--- src/rtl/alu_pkg.sv ---
// Shared ALU constants: default widths, MIPS-style op codes and sequencer state encoding.
// Combinational constants only; no latency and no flow control.
package alu_pkg;

  localparam int NB_DATA_DEFAULT = 8;
  localparam int NB_CODE_DEFAULT = 6;

  localparam logic [5:0] OP_ADD = 6'b100000;
  localparam logic [5:0] OP_SUB = 6'b100010;
  localparam logic [5:0] OP_AND = 6'b100100;
  localparam logic [5:0] OP_OR  = 6'b100101;
  localparam logic [5:0] OP_XOR = 6'b100110;
  localparam logic [5:0] OP_SRA = 6'b000011;
  localparam logic [5:0] OP_SRL = 6'b000010;
  localparam logic [5:0] OP_NOR = 6'b100111;

  localparam logic [2:0] ST_WAIT_A  = 3'd0;
  localparam logic [2:0] ST_WAIT_B  = 3'd1;
  localparam logic [2:0] ST_WAIT_OP = 3'd2;
  localparam logic [2:0] ST_EXEC    = 3'd3;
  localparam logic [2:0] ST_SEND    = 3'd4;
  localparam logic [2:0] ST_WAIT_TX = 3'd5;

endpackage

--- src/rtl/alu_uart_ctrl_if.sv ---
// UART byte stream, ALU operand/result and error signals between sequencer and its neighbours.
// master = sequencer side, slave = UART/ALU side.
interface alu_uart_ctrl_if #(
  parameter int NB_DATA = 8,
  parameter int NB_CODE = 6
);
  logic [NB_DATA-1:0] rx_data;
  logic               rx_done;
  logic               tx_done;
  logic               tx_start;
  logic [NB_DATA-1:0] tx_data;
  logic [NB_DATA-1:0] dato1;
  logic [NB_DATA-1:0] dato2;
  logic [NB_CODE-1:0] op_code;
  logic [NB_DATA-1:0] salida;
  logic               err;

  modport master (
    input  rx_data, rx_done, tx_done, salida,
    output tx_start, tx_data, dato1, dato2, op_code, err
  );

  modport slave (
    output rx_data, rx_done, tx_done, salida,
    input  tx_start, tx_data, dato1, dato2, op_code, err
  );
endinterface

--- src/rtl/alu_uart_ctrl_op_code_check.sv ---
// Combinational validity decode of a received op byte: upper bits zero and low bits one of
// the eight supported ALU codes. Zero latency, no flow control.
module op_code_check
  import alu_pkg::*;
#(
  parameter int NB_DATA = NB_DATA_DEFAULT,
  parameter int NB_CODE = NB_CODE_DEFAULT
) (
  input  logic [NB_DATA-1:0] op_byte,
  output logic               valid
);
  logic code_ok;

  always_comb begin
    case (op_byte[NB_CODE-1:0])
      OP_ADD, OP_SUB, OP_AND, OP_OR,
      OP_XOR, OP_SRA, OP_SRL, OP_NOR: code_ok = 1'b1;
      default:                        code_ok = 1'b0;
    endcase
  end

  assign valid = code_ok && (op_byte[NB_DATA-1:NB_CODE] == '0);
endmodule

--- src/rtl/alu_uart_ctrl.sv ---
// UART<->ALU sequencer: gathers dato1, dato2, op byte; tx_start 2 cycles after the op byte.
// Bytes arriving while busy are dropped; ALU_CTRL_TIMEOUT_EN adds an inter-byte timeout.
module alu_uart_ctrl
  import alu_pkg::*;
#(
  parameter int NB_DATA        = NB_DATA_DEFAULT,
  parameter int NB_CODE        = NB_CODE_DEFAULT,
  parameter int TIMEOUT_CYCLES = 100000
) (
  input  logic             clk,
  input  logic             reset,
  alu_uart_ctrl_if.master  bus
);
  logic [2:0]         state_q, state_d;
  logic [NB_DATA-1:0] dato1_q, dato1_d;
  logic [NB_DATA-1:0] dato2_q, dato2_d;
  logic [NB_CODE-1:0] op_code_q, op_code_d;
  logic [NB_DATA-1:0] tx_data_q, tx_data_d;
  logic               err_q, err_d;
  logic               op_valid;
  logic               expired;

  op_code_check #(.NB_DATA(NB_DATA), .NB_CODE(NB_CODE)) u_op_check (
    .op_byte (bus.rx_data),
    .valid   (op_valid)
  );

`ifdef ALU_CTRL_TIMEOUT_EN
  localparam int CNT_W = (TIMEOUT_CYCLES > 1) ? $clog2(TIMEOUT_CYCLES) : 1;
  logic [CNT_W-1:0] cnt_q, cnt_d;

  // A same-cycle rx_done keeps the counter out of the expiry branch, so the byte wins.
  always_comb begin
    cnt_d   = '0;
    expired = 1'b0;
    if ((state_q == ST_WAIT_B || state_q == ST_WAIT_OP) && !bus.rx_done) begin
      if (cnt_q == CNT_W'(TIMEOUT_CYCLES - 1)) expired = 1'b1;
      else                                    cnt_d   = cnt_q + CNT_W'(1);
    end
  end

  always_ff @(posedge clk) begin
    if (reset) cnt_q <= '0;
    else       cnt_q <= cnt_d;
  end
`else
  assign expired = 1'b0;
`endif

  always_comb begin
    state_d   = state_q;
    dato1_d   = dato1_q;
    dato2_d   = dato2_q;
    op_code_d = op_code_q;
    tx_data_d = tx_data_q;
    err_d     = 1'b0;
    case (state_q)
      ST_WAIT_A: begin
        if (bus.rx_done) begin
          dato1_d = bus.rx_data;
          state_d = ST_WAIT_B;
        end
      end
      ST_WAIT_B: begin
        if (bus.rx_done) begin
          dato2_d = bus.rx_data;
          state_d = ST_WAIT_OP;
        end else if (expired) begin
          err_d   = 1'b1;
          state_d = ST_WAIT_A;
        end
      end
      ST_WAIT_OP: begin
        if (bus.rx_done) begin
          if (op_valid) begin
            op_code_d = bus.rx_data[NB_CODE-1:0];
            state_d   = ST_EXEC;
          end else begin
            err_d   = 1'b1;
            state_d = ST_WAIT_A;
          end
        end else if (expired) begin
          err_d   = 1'b1;
          state_d = ST_WAIT_A;
        end
      end
      ST_EXEC: begin
        tx_data_d = bus.salida;
        state_d   = ST_SEND;
      end
      ST_SEND:    state_d = ST_WAIT_TX;
      ST_WAIT_TX: if (bus.tx_done) state_d = ST_WAIT_A;
      default:    state_d = ST_WAIT_A;
    endcase
  end

  always_ff @(posedge clk) begin
    if (reset) begin
      state_q   <= ST_WAIT_A;
      dato1_q   <= '0;
      dato2_q   <= '0;
      op_code_q <= '0;
      tx_data_q <= '0;
      err_q     <= 1'b0;
    end else begin
      state_q   <= state_d;
      dato1_q   <= dato1_d;
      dato2_q   <= dato2_d;
      op_code_q <= op_code_d;
      tx_data_q <= tx_data_d;
      err_q     <= err_d;
    end
  end

  // err lands while the FSM is back in WAIT_A, so it can never overlap SEND.
  assign bus.tx_start = (state_q == ST_SEND);
  assign bus.tx_data  = tx_data_q;
  assign bus.dato1    = dato1_q;
  assign bus.dato2    = dato2_q;
  assign bus.op_code  = op_code_q;
  assign bus.err      = err_q;
endmodule

--- src/flat_wrapper.sv ---
// flat-port wrapper written by rule: the top's interface ports become plain ports
module alu_uart_ctrl_flat import alu_pkg::*;
#(
  parameter int NB_DATA        = NB_DATA_DEFAULT,
  parameter int NB_CODE        = NB_CODE_DEFAULT,
  parameter int TIMEOUT_CYCLES = 100000
)
  (clk, reset, bus_rx_data, bus_rx_done, bus_tx_done, bus_salida, bus_tx_start, bus_tx_data, bus_dato1, bus_dato2, bus_op_code, bus_err);
  alu_uart_ctrl_if #(.NB_DATA(NB_DATA), .NB_CODE(NB_CODE)) bus_i ();
  input  logic clk;
  input  logic reset;
  input wire logic [$bits(bus_i.rx_data)-1:0] bus_rx_data;
  input wire logic [$bits(bus_i.rx_done)-1:0] bus_rx_done;
  input wire logic [$bits(bus_i.tx_done)-1:0] bus_tx_done;
  input wire logic [$bits(bus_i.salida)-1:0] bus_salida;
  output wire logic [$bits(bus_i.tx_start)-1:0] bus_tx_start;
  output wire logic [$bits(bus_i.tx_data)-1:0] bus_tx_data;
  output wire logic [$bits(bus_i.dato1)-1:0] bus_dato1;
  output wire logic [$bits(bus_i.dato2)-1:0] bus_dato2;
  output wire logic [$bits(bus_i.op_code)-1:0] bus_op_code;
  output wire logic [$bits(bus_i.err)-1:0] bus_err;
  assign bus_i.rx_data = bus_rx_data;
  assign bus_i.rx_done = bus_rx_done;
  assign bus_i.tx_done = bus_tx_done;
  assign bus_i.salida = bus_salida;
  assign bus_tx_start = bus_i.tx_start;
  assign bus_tx_data = bus_i.tx_data;
  assign bus_dato1 = bus_i.dato1;
  assign bus_dato2 = bus_i.dato2;
  assign bus_op_code = bus_i.op_code;
  assign bus_err = bus_i.err;
  alu_uart_ctrl #(.NB_DATA(NB_DATA), .NB_CODE(NB_CODE), .TIMEOUT_CYCLES(TIMEOUT_CYCLES)) u_core (.clk(clk), .reset(reset), .bus(bus_i));
endmodule
--- config.mk ---
export PLATFORM = sky130hd
export DESIGN_NAME = alu_uart_ctrl_flat
export DESIGN_NICKNAME = d
export VERILOG_FILES = /design/src/rtl/alu_pkg.sv /design/src/rtl/alu_uart_ctrl_if.sv /design/src/rtl/alu_uart_ctrl_op_code_check.sv /design/src/rtl/alu_uart_ctrl.sv /design/src/flat_wrapper.sv
export SDC_FILE = /design/constraint.sdc
export NUM_CORES = 1
export LEC_CHECK = 0
export CAP_MARGIN = 10
export CORE_ASPECT_RATIO = 1.75
export CORE_MARGIN = 1
export CORE_UTILIZATION = 39
export DETAILED_ROUTE_END_ITERATION = 6
export PLACE_DENSITY_LB_ADDON = 0.25
export SYNTH_ARGS = -nofsm -noshare
export SYNTH_HDL_FRONTEND = slang
export SYNTH_HIERARCHICAL = 1
export SYNTH_SLANG_ARGS = --single-unit
--- constraint.sdc ---
create_clock -name clk -period 1.2 [get_ports clk]
set_input_delay 0.24 -clock clk [delete_from_list [all_inputs] [get_ports clk]]
set_output_delay 0.24 -clock clk [all_outputs]
set_load 0.005 [all_outputs]
Word-level counts from Yosys, hierarchy flattened
Index checks and enable logic that the tools add are counted.
{"block": "op_classes", "n_eq_ne": 17, "mux": 8, "bitwise_logic": 2, "reduce_logical": 9}
{"op": "6-bit equality test, second input constant", "count": 6}
{"op": "3-bit one-hot mux with 6 select lines", "count": 1}
{"op": "6-bit by 2-bit equality test with 1-bit output, second input constant", "count": 2}
{"op": "3-bit two-way mux", "count": 4}
{"op": "2-bit != test, second input constant", "count": 4}
{"op": "8-bit OR reduction", "count": 1}
{"op": "3-bit by 2-bit equality test with 1-bit output, second input constant", "count": 2}
{"op": "3-bit equality test, second input constant", "count": 2}
{"op": "2-bit AND reduction", "count": 2}
{"op": "4-bit AND reduction", "count": 1}
{"op": "3-bit by 1-bit equality test with 1-bit output, second input constant", "count": 1}
{"op": "3-bit logical NOT", "count": 1}
{"op": "3-bit AND reduction", "count": 1}
{"op": "3-bit OR reduction", "count": 1}
{"op": "2-bit logical NOT", "count": 1}
{"op": "1-bit two-way mux", "count": 2}
{"op": "2-bit two-way mux", "count": 1}
{"op": "1-bit NOT", "count": 2}
{"op": "1-bit logical AND", "count": 1}
{"block": "totals", "register_bits": 34, "input_bits": 20, "output_inout_bits": 32, "word_cells": 42}

Depth between registers and ports, before layout
Gate-level depths: netlist of run 1.
{"block": "depth", "ltp_word": 7, "mapped_depth": 5, "ltp_nobuf": 5}

Modules after synthesis
The synthesis of run 1 kept the hierarchy.
{"module": "alu_uart_ctrl", "instances": 1, "cells_per_inst": 143, "area_each_um2": 1367.6, "seq_area_each_um2": 680.7}
{"module": "op_code_check", "instances": 1, "cells_per_inst": 4, "area_each_um2": 36.3, "seq_area_each_um2": 0.0}

Least setup slack after synthesis of run 1
OpenSTA, ideal clock, no wires.
{"block": "synth_path", "path_kind": "input -> register", "startpoint": "input bus_rx_data[4]", "endpoint": "register u_core.op_code_q[0] (netlist: u_core/bus.op_code[0])", "setup_ps": 72, "arrival_time_ps": 1201, "t_required_ps": 1128, "setup_slack_ps": -73, "stages": 5, "n_path_buf": 1, "cell_sequence": "nor4_2 o211a_1 and4_1 buf_2 mux2i_1"}
{"block": "synth_between", "elab_chain_cells": 5, "elab_cells_between_ends": 12, "cone_classes": "eq/ne (8); mux (1); reduce/logical (3)"}
{"element": "start, declared", "line": "flat_wrapper.sv:12", "source": "input wire logic [$bits(bus_i.rx_data)-1:0] bus_rx_data;"}
{"element": "6-bit equality test / 6-bit by 2-bit equality test with 1-bit output (equally long branches)", "line": "alu_uart_ctrl_op_code_check.sv:15", "source": "case (op_byte[NB_CODE-1:0])"}
{"element": "8-bit OR reduction *", "line": "alu_uart_ctrl_op_code_check.sv:15"}
{"element": "1-bit two-way mux *", "line": "alu_uart_ctrl_op_code_check.sv:15"}
{"element": "1-bit logical AND *", "line": "alu_uart_ctrl_op_code_check.sv:22", "source": "assign valid = code_ok && (op_byte[NB_DATA-1:NB_CODE] == '0);"}
{"element": "net u_core.op_valid", "line": "alu_uart_ctrl.sv:20", "source": "logic op_valid;"}
{"element": "3-bit AND reduction (no source line) *"}
{"element": "end signal, assigned", "line": "alu_uart_ctrl.sv:109", "source": "op_code_q <= op_code_d;"}
{"element": "end, declared", "line": "alu_uart_ctrl.sv:17", "source": "logic [NB_CODE-1:0] op_code_q, op_code_d;"}
Mark *: on every way through the listed nets, which the timed path passes. The rest lies on a longest branch.
A chain may end at the register's enable or synchronous reset.

Worst setup path in the final report of run 1
{"block": "layout_path", "startpoint": "register u_core.state_q[2]", "endpoint": "register u_core.dato2_q[6] (netlist: u_core/bus.dato2[6])"}
{"block": "layout_between", "elab_chain_cells": 2}
{"element": "start, declared", "line": "alu_uart_ctrl.sv:14", "source": "logic [2:0] state_q, state_d;"}
{"element": "start signal, assigned", "line": "alu_uart_ctrl.sv:106", "source": "state_q <= state_d;"}
{"element": "3-bit by 1-bit equality test with 1-bit output", "line": "alu_uart_ctrl.sv:57", "source": "case (state_q)"}
{"element": "2-bit AND reduction (no source line)"}
{"element": "end signal, assigned", "line": "alu_uart_ctrl.sv:108", "source": "dato2_q <= dato2_d;"}
{"element": "end, declared", "line": "alu_uart_ctrl.sv:16", "source": "logic [NB_DATA-1:0] dato2_q, dato2_d;"}
Every way passes these cells.

==> reports/qor.yml, run 1 <==
global_routing:
  grt_max_degree: 25
  antenna_found_initial: 0
  grt_pass1_vias: 1291
  gr-total-overflow: 0
  grt_first_pass_wirelength_mm: 5.561
  grt_util_all_layers_pct: 20.45
die:
  dieHeight_microns: 81.37
  start_util_pct: 41.31
  design.die.area_sq_mm: 0.003853
  die_w_microns: 47.36
  rows: 28
  ios: 52
  coreArea_sq_mm: 0.003398
clock_tree:
  cts_sinks: 34
  cts_tree: "yes"
  cts.path.max_buffers: 2
  cts_buffers: 5
  clk_latency_ps: 280
  clk_pin_slew_ps: 70
  ctsRootBufferMaster: "clkbuf_8"
  cts_htree_levels: 2
  cts.hold.buffers_added: 0
logic_synthesis:
  ys_seq_elements: 34
  ys_seq_area_share_pct: 48.48
  yosys-top-cells-area: "dfxtp_1 (48%), mux2i_1 (16%), nand2b_1 (5.3%), nand2_1 (4.5%), nor2_1 (4.5%)"
  synth_top_area_cell: "dfxtp_1"
  synth_edf_count: 0
  synthMostInstantiatedCell: "dfxtp_1"
  ys_types: 27
  synth_nets: 167
  async_flop_share_pct: 0
  synthFlopType: "dfxtp_1"
  netlist_area_sq_mm: 0.001404
  synthTopCellsByCount: "dfxtp_1 (34), mux2i_1 (22), nand2_1 (17), nor2_1 (17), nand2b_1 (12)"
  yosys_warnings: 6
  postSynthCellCount: 147
  syn_area_per_cell_sq_um: 9.550
  synth_top_area_share_pct: 48.48
setup_path:
  cp-end-kind: "flip-flop"
  start_kind: "flip-flop"
  r2r_cells: 5
  rrSetupSlack_ps: -100
  rr_endpoint: "u_core/bus.dato2[6]$_SDFFE_PP0P_"
  critPathArrivalTime_ps: 1480
  path_class: "reg2reg"
  r2r_start: "u_core/state_q[2]$_SDFFE_PP0P_"
  cp.required_ps: 1380
  critPathMaxFanout: 8
finish:
  area.growth.synth_to_final_pct: 66.85
  multi_input_area_sq_um: 721.9
  drive_above_1_share_pct: 31.25
  fin_nets: 243
  area.sequential_sq_um: 695.7
  n_antenna_cell: 0
  nFillCells: 303
sta:
  fin_skew_ps: 3.902
  fin_ws_ps: -99.14
  max_freq_mhz: 769.7
  hold_viol: 0
  period_share_pct: 108.3
  drv_slew: 0
  worst_pin_slew_ps: 260.7
  fin_crit_ps: 1299
  finalSetupViolCount: 26
  tns_ps: -1494
  rsz0062_at_grt: "true"
  max-slew-margin-rel_pct: 82.57
power_and_ir_drop:
  p_leak_uw: 0.001113
  powerDensity_mw_per_mm2: 1049
  peakVddDrop_mv: 1.026
flow_run:
  maxCapViolCount: 0
detailed_routing:
  vias: 1294
  wire_per_inst_microns: 13.03
  dr.first_iter.drc_count: 40
  final_antenna_net_count: 0
  vias_per_cell: 4.810
  drc: 0
  routed_wl_mm: 3.506
  drt_pass1_iterations: 4
placement:
  gp_congestion: 0.7785
  dp_worst_setup_slack_ps: -678.6
  port_buffers: 51
  hpwlAfterDp_mm: 2.557
hold_path:
  min_to: "u_core/bus.dato1[6]$_SDFFE_PP0P_"
  hold_depth: 4
  min_path_type: "in2reg"
  hold_start: "bus_rx_data[6]"
run_status:
  outcome: "finished, violations left"
  violations: "negative setup slack"
-- power by group --
part	switching (uW)	internal, uW
registers	27.6	1170
clock network	390	462
logic	171	236
-- per-layer routing --
layer | share of wire, % | vias up | track usage [%]
li1 | - | 645 | -
met4 | 1.5 | 0 | 8.286
met1 | 36 | 601 | 20.33
met3 | 5.9 | 7 | 6.222
met5 | 0 | - | 0
met2 | 56 | 41 | 36.85
-- per-stage QoR --
| step | hold WS [ps] | utilization, % | cells | power [uW] | area, sq um |
|---|---|---|---|---|---|
| after floorplan | 376.0 | - | 147 | 1364 | 1423 |
| after global placement | 442.9 | 64.03 | 258 | 1610 | 2176 |
| after detailed placement | 446.1 | 64.03 | 258 | 1619 | 2176 |
| after CTS | 311.5 | 68.08 | 269 | 2482 | 2313 |
| after global routing | 311.6 | 68.92 | 269 | 2569 | 2342 |
| final | 324.6 | 68.92 | 269 | 2456 | 2342 |
-- worst max-delay path: stages, from the launching register on --
cell and delay, ps:
dfxtp_4 360, buf_6 130, and4bb_1 290, buf_12 140, mux2i_1 200, nor2_1 60
-- cells in the final DEF, fill, tap and decap left out, types with 3 or more instances in the layout --
master and count:
dlygate4sd2_1 35, dfxtp_1 24, mux2i_1 21, buf_4 18, nor2_1 16, nand2b_1 12
clkdlybuf4s50_1 10, nand2_1 9, dfxtp_2 9, nand2_2 8, clkbuf_8 6, buf_6 6
a21oi_2 6, a21oi_1 5, buf_12 5, nor2b_1 3
-- cell families (layout without fill, tap and decap cells) --
family	after synthesis	in the layout	synth area share (%)
and+or+nand+nor	61	61	23.80
DFF	34	34	48.48
muxes	22	22	15.69
buffers and inverters	13	90	4.902
AOI/OAI and AO/OA	17	17	7.130
-- state kept, by name, indices dropped and copies added, names as in the netlist --
register and flops:
u_core/bus.err 1, u_core/bus.op_code 6, u_core/bus.dato2 8, u_core/bus.tx_data 8, u_core/bus.dato1 8, u_core/state_q 3
-- worst max path at each step --
stage / startpoint / endpoint / slack [ps] / cells after the start
final: u_core/state_q[2]$_SDFFE_PP0P_ / u_core/bus.dato2[6]$_SDFFE_PP0P_ / -100 / 5
after global routing: u_core/state_q[2]$_SDFFE_PP0P_ / u_core/bus.dato2[5]$_SDFFE_PP0P_ / -160 / 5
after CTS: u_core/state_q[1]$_SDFFE_PP0P_ / bus_tx_start / -100 / 2
after detailed placement: bus_rx_data[4] / u_core/bus.op_code[1]$_SDFFE_PP0P_ / -680 / 6
after global placement: bus_rx_data[4] / u_core/bus.op_code[4]$_SDFFE_PP0P_ / -620 / 6
after floorplan: u_core/state_q[1]$_SDFFE_PP0P_ / u_core/bus.dato1[3]$_SDFFE_PP0P_ / -60 / 5
-- layout make-up --
type | instances | area share [%]
well taps | 45 | 2.404
multi-input cells | 100 | 30.82
clock buffers | 7 | 3.686
repair buffers | 80 | 32.85
inverters | 2 | 0.3205
flip-flops and latches | 34 | 29.70
clock inverters | 1 | 0.2137
-- timing repair --
action,4_1_cts,5_1_grt
pin swaps,20,3
endpoints found under the hold margin,0,0
gates resized for setup,83,8
cloned,0,1
endpoints found under the setup margin,57,33
buffers inserted,3,0
No activity file was read; power rests on OpenSTA's default activity.
==> inputs of run 2 (changes only) <==
--- a/config.mk
+++ b/config.mk
@@ -5,7 +5,6 @@
 export SDC_FILE = /design/constraint.sdc
 export NUM_CORES = 1
 export LEC_CHECK = 0
-export CAP_MARGIN = 10
 export CORE_ASPECT_RATIO = 1.75
 export CORE_MARGIN = 1
 export CORE_UTILIZATION = 39
==> results of run 2 <==
The final DEF is identical to that of run 1; final timing and power are the same.
